$ cat src/rtl/multicycle_datapath_if.sv
// Control/status and memory bus between the multicycle controller and its datapath.
// The master side issues the control word and answers memory reads; the slave is the datapath.
interface multicycle_datapath_if;
  logic        ALUOp;
  logic        PCWriteCond;
  logic [1:0]  ALUSrcB;
  logic [1:0]  PCSource;
  logic        PCWrite;
  logic        IorD;
  logic        MemWrite;
  logic        MemtoReg;
  logic        IRWrite;
  logic        ALUSrcA;
  logic        RegWrite;
  logic        RegDst;
  logic [5:0]  opCode;
  logic        zero;
  logic [31:0] mem_addr;
  logic [31:0] mem_wdata;
  logic        mem_we;
  logic [31:0] mem_rdata;

  modport master (
    output ALUOp, PCWriteCond, ALUSrcB, PCSource, PCWrite, IorD, MemWrite,
           MemtoReg, IRWrite, ALUSrcA, RegWrite, RegDst, mem_rdata,
    input  opCode, zero, mem_addr, mem_wdata, mem_we
  );

  modport slave (
    input  ALUOp, PCWriteCond, ALUSrcB, PCSource, PCWrite, IorD, MemWrite,
           MemtoReg, IRWrite, ALUSrcA, RegWrite, RegDst, mem_rdata,
    output opCode, zero, mem_addr, mem_wdata, mem_we
  );
endinterface

$ cat src/rtl/multicycle_datapath.sv
// Multicycle CPU datapath: PC, IR, MDR, A, B, ALUOut and a 32x32 register file,
// executing one controller-issued control word per clock edge.
module multicycle_datapath #(
  parameter logic [31:0] RESET_PC = 32'h0000_0000
) (
  input  logic                  clk,
  input  logic                  reset,
  multicycle_datapath_if.slave  bus
);

  localparam logic [5:0] F_ADD = 6'b100000;
  localparam logic [5:0] F_SUB = 6'b100010;
  localparam logic [5:0] F_AND = 6'b100100;
  localparam logic [5:0] F_OR  = 6'b100101;
  localparam logic [5:0] F_NOR = 6'b100111;
  localparam logic [5:0] F_SLT = 6'b101010;

  logic        [31:0] pc_q;
  logic        [31:0] ir_q;
  logic        [31:0] mdr_q;
  logic        [31:0] a_q;
  logic        [31:0] b_q;
  logic        [31:0] alu_out_q;
  logic        [31:0] rf [32];

  logic signed [31:0] imm_ext;
  logic signed [31:0] alu_a;
  logic signed [31:0] alu_b;
  logic        [31:0] alu_res;
  logic        [31:0] pc_next;
  logic               pc_we;
  logic        [4:0]  wr_addr;
  logic        [31:0] wr_data;

  // Add/sub wrap silently; slt compares as two's complement.
  function automatic logic [31:0] alu_calc(input logic              force_add,
                                           input logic [5:0]        funct,
                                           input logic signed [31:0] x,
                                           input logic signed [31:0] y);
    if (force_add) return x + y;
    case (funct)
      F_ADD:   return x + y;
      F_SUB:   return x - y;
      F_AND:   return x & y;
      F_OR:    return x | y;
      F_NOR:   return ~(x | y);
      F_SLT:   return {31'b0, (x < y)};
      default: return x + y;
    endcase
  endfunction

  always_comb begin
    imm_ext = {{16{ir_q[15]}}, ir_q[15:0]};
    alu_a   = bus.ALUSrcA ? a_q : pc_q;
    case (bus.ALUSrcB)
      2'b00:   alu_b = b_q;
      2'b01:   alu_b = 32'sd4;
      2'b10:   alu_b = imm_ext;
      default: alu_b = imm_ext <<< 2;
    endcase
    alu_res = alu_calc(bus.ALUOp, ir_q[5:0], alu_a, alu_b);
  end

  // PCSource=11 is a hold selection, so it masks the write enable entirely.
  always_comb begin
    pc_we   = (bus.PCWrite | (bus.PCWriteCond & bus.zero)) & (bus.PCSource != 2'b11);
    pc_next = pc_q;
    case (bus.PCSource)
      2'b00:   pc_next = alu_res;
      2'b01:   pc_next = alu_out_q;
      2'b10:   pc_next = {pc_q[31:28], ir_q[25:0], 2'b00};
      default: pc_next = pc_q;
    endcase
  end

  assign wr_addr = bus.RegDst ? ir_q[15:11] : ir_q[20:16];
  assign wr_data = bus.MemtoReg ? mdr_q : alu_out_q;

  assign bus.zero      = (alu_res == '0);
  assign bus.opCode    = ir_q[31:26];
  assign bus.mem_addr  = bus.IorD ? alu_out_q : pc_q;
  assign bus.mem_wdata = b_q;
  assign bus.mem_we    = bus.MemWrite & ~reset;

  // Every architectural register updates on this edge from pre-edge values; no read bypass.
  always_ff @(posedge clk) begin
    if (reset) begin
      pc_q      <= RESET_PC;
      ir_q      <= '0;
      mdr_q     <= '0;
      a_q       <= '0;
      b_q       <= '0;
      alu_out_q <= '0;
      for (int i = 0; i < 32; i++) rf[i] <= '0;
    end else begin
      a_q       <= rf[ir_q[25:21]];
      b_q       <= rf[ir_q[20:16]];
      mdr_q     <= bus.mem_rdata;
      alu_out_q <= alu_res;
      if (bus.IRWrite) ir_q <= bus.mem_rdata;
      if (pc_we) pc_q <= pc_next;
      if (bus.RegWrite && (wr_addr != 5'd0)) rf[wr_addr] <= wr_data;
    end
  end

endmodule
$ cat src/flat_wrapper.sv
// flat-port wrapper written by rule: the top's interface ports become plain ports
module multicycle_datapath_flat 
#(
  parameter logic [31:0] RESET_PC = 32'h0000_0000
)
  (clk, reset, bus_ALUOp, bus_PCWriteCond, bus_ALUSrcB, bus_PCSource, bus_PCWrite, bus_IorD, bus_MemWrite, bus_MemtoReg, bus_IRWrite, bus_ALUSrcA, bus_RegWrite, bus_RegDst, bus_mem_rdata, bus_opCode, bus_zero, bus_mem_addr, bus_mem_wdata, bus_mem_we);
  multicycle_datapath_if bus_i ();
  input  logic clk;
  input  logic reset;
  input wire logic [$bits(bus_i.ALUOp)-1:0] bus_ALUOp;
  input wire logic [$bits(bus_i.PCWriteCond)-1:0] bus_PCWriteCond;
  input wire logic [$bits(bus_i.ALUSrcB)-1:0] bus_ALUSrcB;
  input wire logic [$bits(bus_i.PCSource)-1:0] bus_PCSource;
  input wire logic [$bits(bus_i.PCWrite)-1:0] bus_PCWrite;
  input wire logic [$bits(bus_i.IorD)-1:0] bus_IorD;
  input wire logic [$bits(bus_i.MemWrite)-1:0] bus_MemWrite;
  input wire logic [$bits(bus_i.MemtoReg)-1:0] bus_MemtoReg;
  input wire logic [$bits(bus_i.IRWrite)-1:0] bus_IRWrite;
  input wire logic [$bits(bus_i.ALUSrcA)-1:0] bus_ALUSrcA;
  input wire logic [$bits(bus_i.RegWrite)-1:0] bus_RegWrite;
  input wire logic [$bits(bus_i.RegDst)-1:0] bus_RegDst;
  input wire logic [$bits(bus_i.mem_rdata)-1:0] bus_mem_rdata;
  output wire logic [$bits(bus_i.opCode)-1:0] bus_opCode;
  output wire logic [$bits(bus_i.zero)-1:0] bus_zero;
  output wire logic [$bits(bus_i.mem_addr)-1:0] bus_mem_addr;
  output wire logic [$bits(bus_i.mem_wdata)-1:0] bus_mem_wdata;
  output wire logic [$bits(bus_i.mem_we)-1:0] bus_mem_we;
  assign bus_i.ALUOp = bus_ALUOp;
  assign bus_i.PCWriteCond = bus_PCWriteCond;
  assign bus_i.ALUSrcB = bus_ALUSrcB;
  assign bus_i.PCSource = bus_PCSource;
  assign bus_i.PCWrite = bus_PCWrite;
  assign bus_i.IorD = bus_IorD;
  assign bus_i.MemWrite = bus_MemWrite;
  assign bus_i.MemtoReg = bus_MemtoReg;
  assign bus_i.IRWrite = bus_IRWrite;
  assign bus_i.ALUSrcA = bus_ALUSrcA;
  assign bus_i.RegWrite = bus_RegWrite;
  assign bus_i.RegDst = bus_RegDst;
  assign bus_i.mem_rdata = bus_mem_rdata;
  assign bus_opCode = bus_i.opCode;
  assign bus_zero = bus_i.zero;
  assign bus_mem_addr = bus_i.mem_addr;
  assign bus_mem_wdata = bus_i.mem_wdata;
  assign bus_mem_we = bus_i.mem_we;
  multicycle_datapath #(.RESET_PC(RESET_PC)) u_core (.clk(clk), .reset(reset), .bus(bus_i));
endmodule
$ cat config.mk
export PLATFORM = sky130hd
export DESIGN_NAME = multicycle_datapath_flat
export DESIGN_NICKNAME = d
export VERILOG_FILES = /design/src/rtl/multicycle_datapath_if.sv /design/src/rtl/multicycle_datapath.sv /design/src/flat_wrapper.sv
export SDC_FILE = /design/constraint.sdc
export NUM_CORES = 2
export LEC_CHECK = 0
export CAP_MARGIN = 20
export CORE_AREA = 2 2 384 386
export CTS_BUF_LIST = sky130_fd_sc_hd__clkbuf_16
export DETAILED_ROUTE_END_ITERATION = 16
export DIE_AREA = 0 0 386 388
export GPL_TIMING_DRIVEN = 0
export SKIP_CTS_REPAIR_TIMING = 1
export SLEW_MARGIN = 20
export SYNTH_ARGS = -nofsm -noshare
export SYNTH_HDL_FRONTEND = slang
export SYNTH_SLANG_ARGS = --single-unit
$ cat constraint.sdc
create_clock -name clk -period 7.1 [get_ports clk]
set_clock_uncertainty 0.1 [all_clocks]
set_input_delay 1.42 -clock clk [delete_from_list [all_inputs] [get_ports clk]]
set_output_delay 1.42 -clock clk [all_outputs]
set_load 0.1 [all_outputs]
==> out/results.ini <==
[yosys]
synth_ff_type=edfxtp_1
yosysWarnings=0
synth_area_um2=65200
ys_seq_area_frac=0.531
synth_fa_ha_area_frac=0.0195
synth-simple-area-share=0.104
synth_top_area_frac=0.472
synthTopCellsByArea=edfxtp_1 (47%), mux4_2 (22%), nor2_1 (7.0%), dfxtp_1 (5.9%), mux2i_1 (2.2%)
synth-compound-area-share=0.0512
synth_xor_area_frac=0.00510
synth_top_family_by_area=multiplexers
postSynthAreaPerCell_um2=13.5
ys_top_cells_by_count=nor2_1 (1208), edfxtp_1 (1024), mux4_2 (640)
muxShareOfSynthArea=0.256
synth_top_cell_by_area=edfxtp_1
synth_seq_cells=1216
synth-edff-count=1024
yosysMostFrequentCell=nor2_1
async_flop_share=0
yosysUniqueCellTypes=101
synth_cells=4843

[critical_path]
cp.arrival_ps=5960
path_buf_inv=4
worstSetupStartpoint=bus_ALUSrcB[0]
r2r_end=u_core.pc_q[29]
timing.rr.start=u_core.ir_q[1]
cp_max_fo=7
critPathSlowestCell=a2111oi_4
cp_num_cells=17
cp-end-kind=output pin
critPathMaxStageDelay_ps=480
critical-path-top-delay-family=compound AO/OA/AOI/OAI gates
r2r_setup_slack_ps=1110
worstSetupPathType=in2out
path_cells=buf_12 -> buf_8 -> buf_12 -> mux2_4 -> a22oi_2 -> ha_4 -> nand2b_4 -> or3_4 -> a2111oi_4 -> o2111ai_4 -> a21oi_4 -> o2111a_2 -> a211oi_2 -> a211o_1 -> or4_4 -> nor4_4 -> buf_6
crit_required_ps=5580
reg2regPathDepth=20
path_common_cell=buf_12
cp-start-kind=input port

[status]
violations=setup timing
status=complete, but fails checks

[clock_network]
clkSlewWorstSetupHoldPaths_ps=60
cts-buffers-inserted=136
root_buffer=clkbuf_16
cts_tree=done
cts_buffer_depth=3
clock-sinks=1216
clk_latency_ps=810
ctsHtreeMaxLevel=4

[routing]
drtAntennaViolNets=0
dr.pass1.iters=5
drt-initial-drc-count=6589
via_per_inst=6.48
wire_per_inst_um=34.6
finalWirelength_um=250000
drc=0
vias=46800

[pwr]
irDropWorstVdd_uv=254
p_total_mw=19.0
powerDensity_nw_per_um2=252
leakage_nw=25.4

[sta]
worstMarginPinSlew_ps=1300
final.setup.tns_ps=-376
period_share=1.05
setup_viol_count_final=1
fmax_ghz=0.134
rsz0062_at_grt=yes
hold_viol_final=0
relSlewSlack=0.136
final-max-slew-violation-count=0
worst_slack_ps=-376
period_needed_ps=7480

[hold_path]
whs_endpoint=u_core.pc_q[11]
hp-class=reg2reg
hp-start=u_core.pc_q[11]
worstHoldPathCells=2

[grt]
grt_overflow_total=0
antenna_found_initial=8
grt_busiest_layer=met2
grt_pass1_wl_um=345000
grtUsageMet3=0.0717
track_usage=0.330
met2_usage=0.539
grt_pass1_vias=45900
grt_max_degree=33
grtUsageMet1=0.418

[die]
core_region_area_um2=145000
die_w_um=386
start_util=0.449
die_h_um=388
row_count=140
pin_count=120
dieArea_um2=150000

[job]
maxCapViolCount=0

[place]
portBuffers=114
dp_slack_ps=-3080
dp_hpwl_um=190000
gp_congestion=0.987

[cells_and_area]
drive_gt1_frac=0.241
nNetsFinal=5346
areaGrowthSynthToFinish_pct=15.6

==> cell families after synthesis <==
kind of cell	count (synthesis)
compound gates	460
fa+ha+maj	101
xor+xnor	38
flops	1216
buf+inv	577
other cells	1
simple gates	1594
mux	856
==> where the power goes <==
group	internal (mW)	switching, mW	total, mW
sequential	8.04	0.230	8.27
combinational	1.37	2.51	3.88
clock	3.82	3.02	6.84
total	13.2	5.76	19.0
==> per-layer routing <==
layer	vias to the layer above	part of all wire	routed length, um
met2	2935	0.48	120000
met4	6	0.056	13900
met5	-	0.00011	28
met1	24200	0.36	90400
met3	626	0.10	25200
li1	19100	-	-
==> flip-flops by register name (all words and copies together), names as in the netlist <==
name,count
u_core.a_q,32
u_core.ir_q,32
u_core.pc_q,32
u_core.mdr_q,32
u_core.rf,1024
u_core.alu_out_q,32
u_core.bus.mem_wdata,32
==> through the flow <==
stage	area, um2	utilization	hold WS [ps]	std cells
final	75400	0.519	382	7227
after global routing	75400	0.519	409	7225
after CTS	73900	0.509	385	7175
after detailed placement	69700	0.480	369	6926
after global placement	69000	0.475	364	6905
after floorplan	65500	-	350	4874
==> worst max-delay path by stage <==
| stage | to | slack (ps) |
|---|---|---|
| 2_1_floorplan | bus_zero | -160 |
| 3_3_place_gp | bus_zero | -3170 |
| 3_5_place_dp | bus_zero | -3080 |
| 4_1_cts | bus_zero | -3110 |
| 5_1_grt | bus_zero | -390 |
| 6_report | bus_zero | -380 |
==> cells in the final DEF, fill, tap and decap left out, types with 30 or more instances in the layout <==
| cell | count |
|---|---|
| o21ai_0 | 32 |
| clkbuf_16 | 145 |
| buf_1 | 45 |
| xnor2_1 | 37 |
| buf_2 | 34 |
| nor2_1 | 1205 |
| buf_4 | 51 |
| edfxtp_1 | 1024 |
| nand2b_1 | 32 |
| o21ai_1 | 40 |
| clkbuf_1 | 331 |
| ha_1 | 85 |
| conb_1 | 32 |
| mux4_2 | 640 |
| nor3_1 | 39 |
| inv_1 | 133 |
| clkdlybuf4s50_1 | 111 |
| clkbuf_2 | 31 |
| mux2i_1 | 123 |
| nor2b_1 | 66 |
| a21oi_1 | 67 |
| dfxtp_1 | 191 |
| nand2_1 | 93 |
| mux2_2 | 68 |
| clkinv_1 | 30 |
==> cell type report <==
| cell class | count | area [um2] |
|---|---|---|
| Antenna cell | 2 | 5.00 |
| Buffer | 472 | 2100 |
| Inverter | 103 | 387 |
| Sequential cell | 1216 | 34600 |
| Timing Repair Buffer | 187 | 2000 |
| Clock inverter | 106 | 638 |
| Fill cell | 12300 | 69800 |
| Multi-Input combinational cell | 3081 | 29700 |
| Clock buffer | 143 | 3580 |
| Tap cell | 1917 | 2400 |
==> worst register-to-register path: stages (launching register included) <==
cell	delay [ps]
dfxtp_2	380
buf_6	190
buf_4	230
buf_6	230
mux2_4	280
a22o_4	240
ha_4	320
nand2b_4	60
or3_4	400
buf_4	150
a21oi_1	370
o2111ai_1	290
a31oi_1	520
o21ai_0	150
a31oi_1	560
nor2_1	140
and4_1	280
nand4_4	180
nand2_1	260
buf_2	340
a211oi_2	230
(Power assumes the default switching activity.)
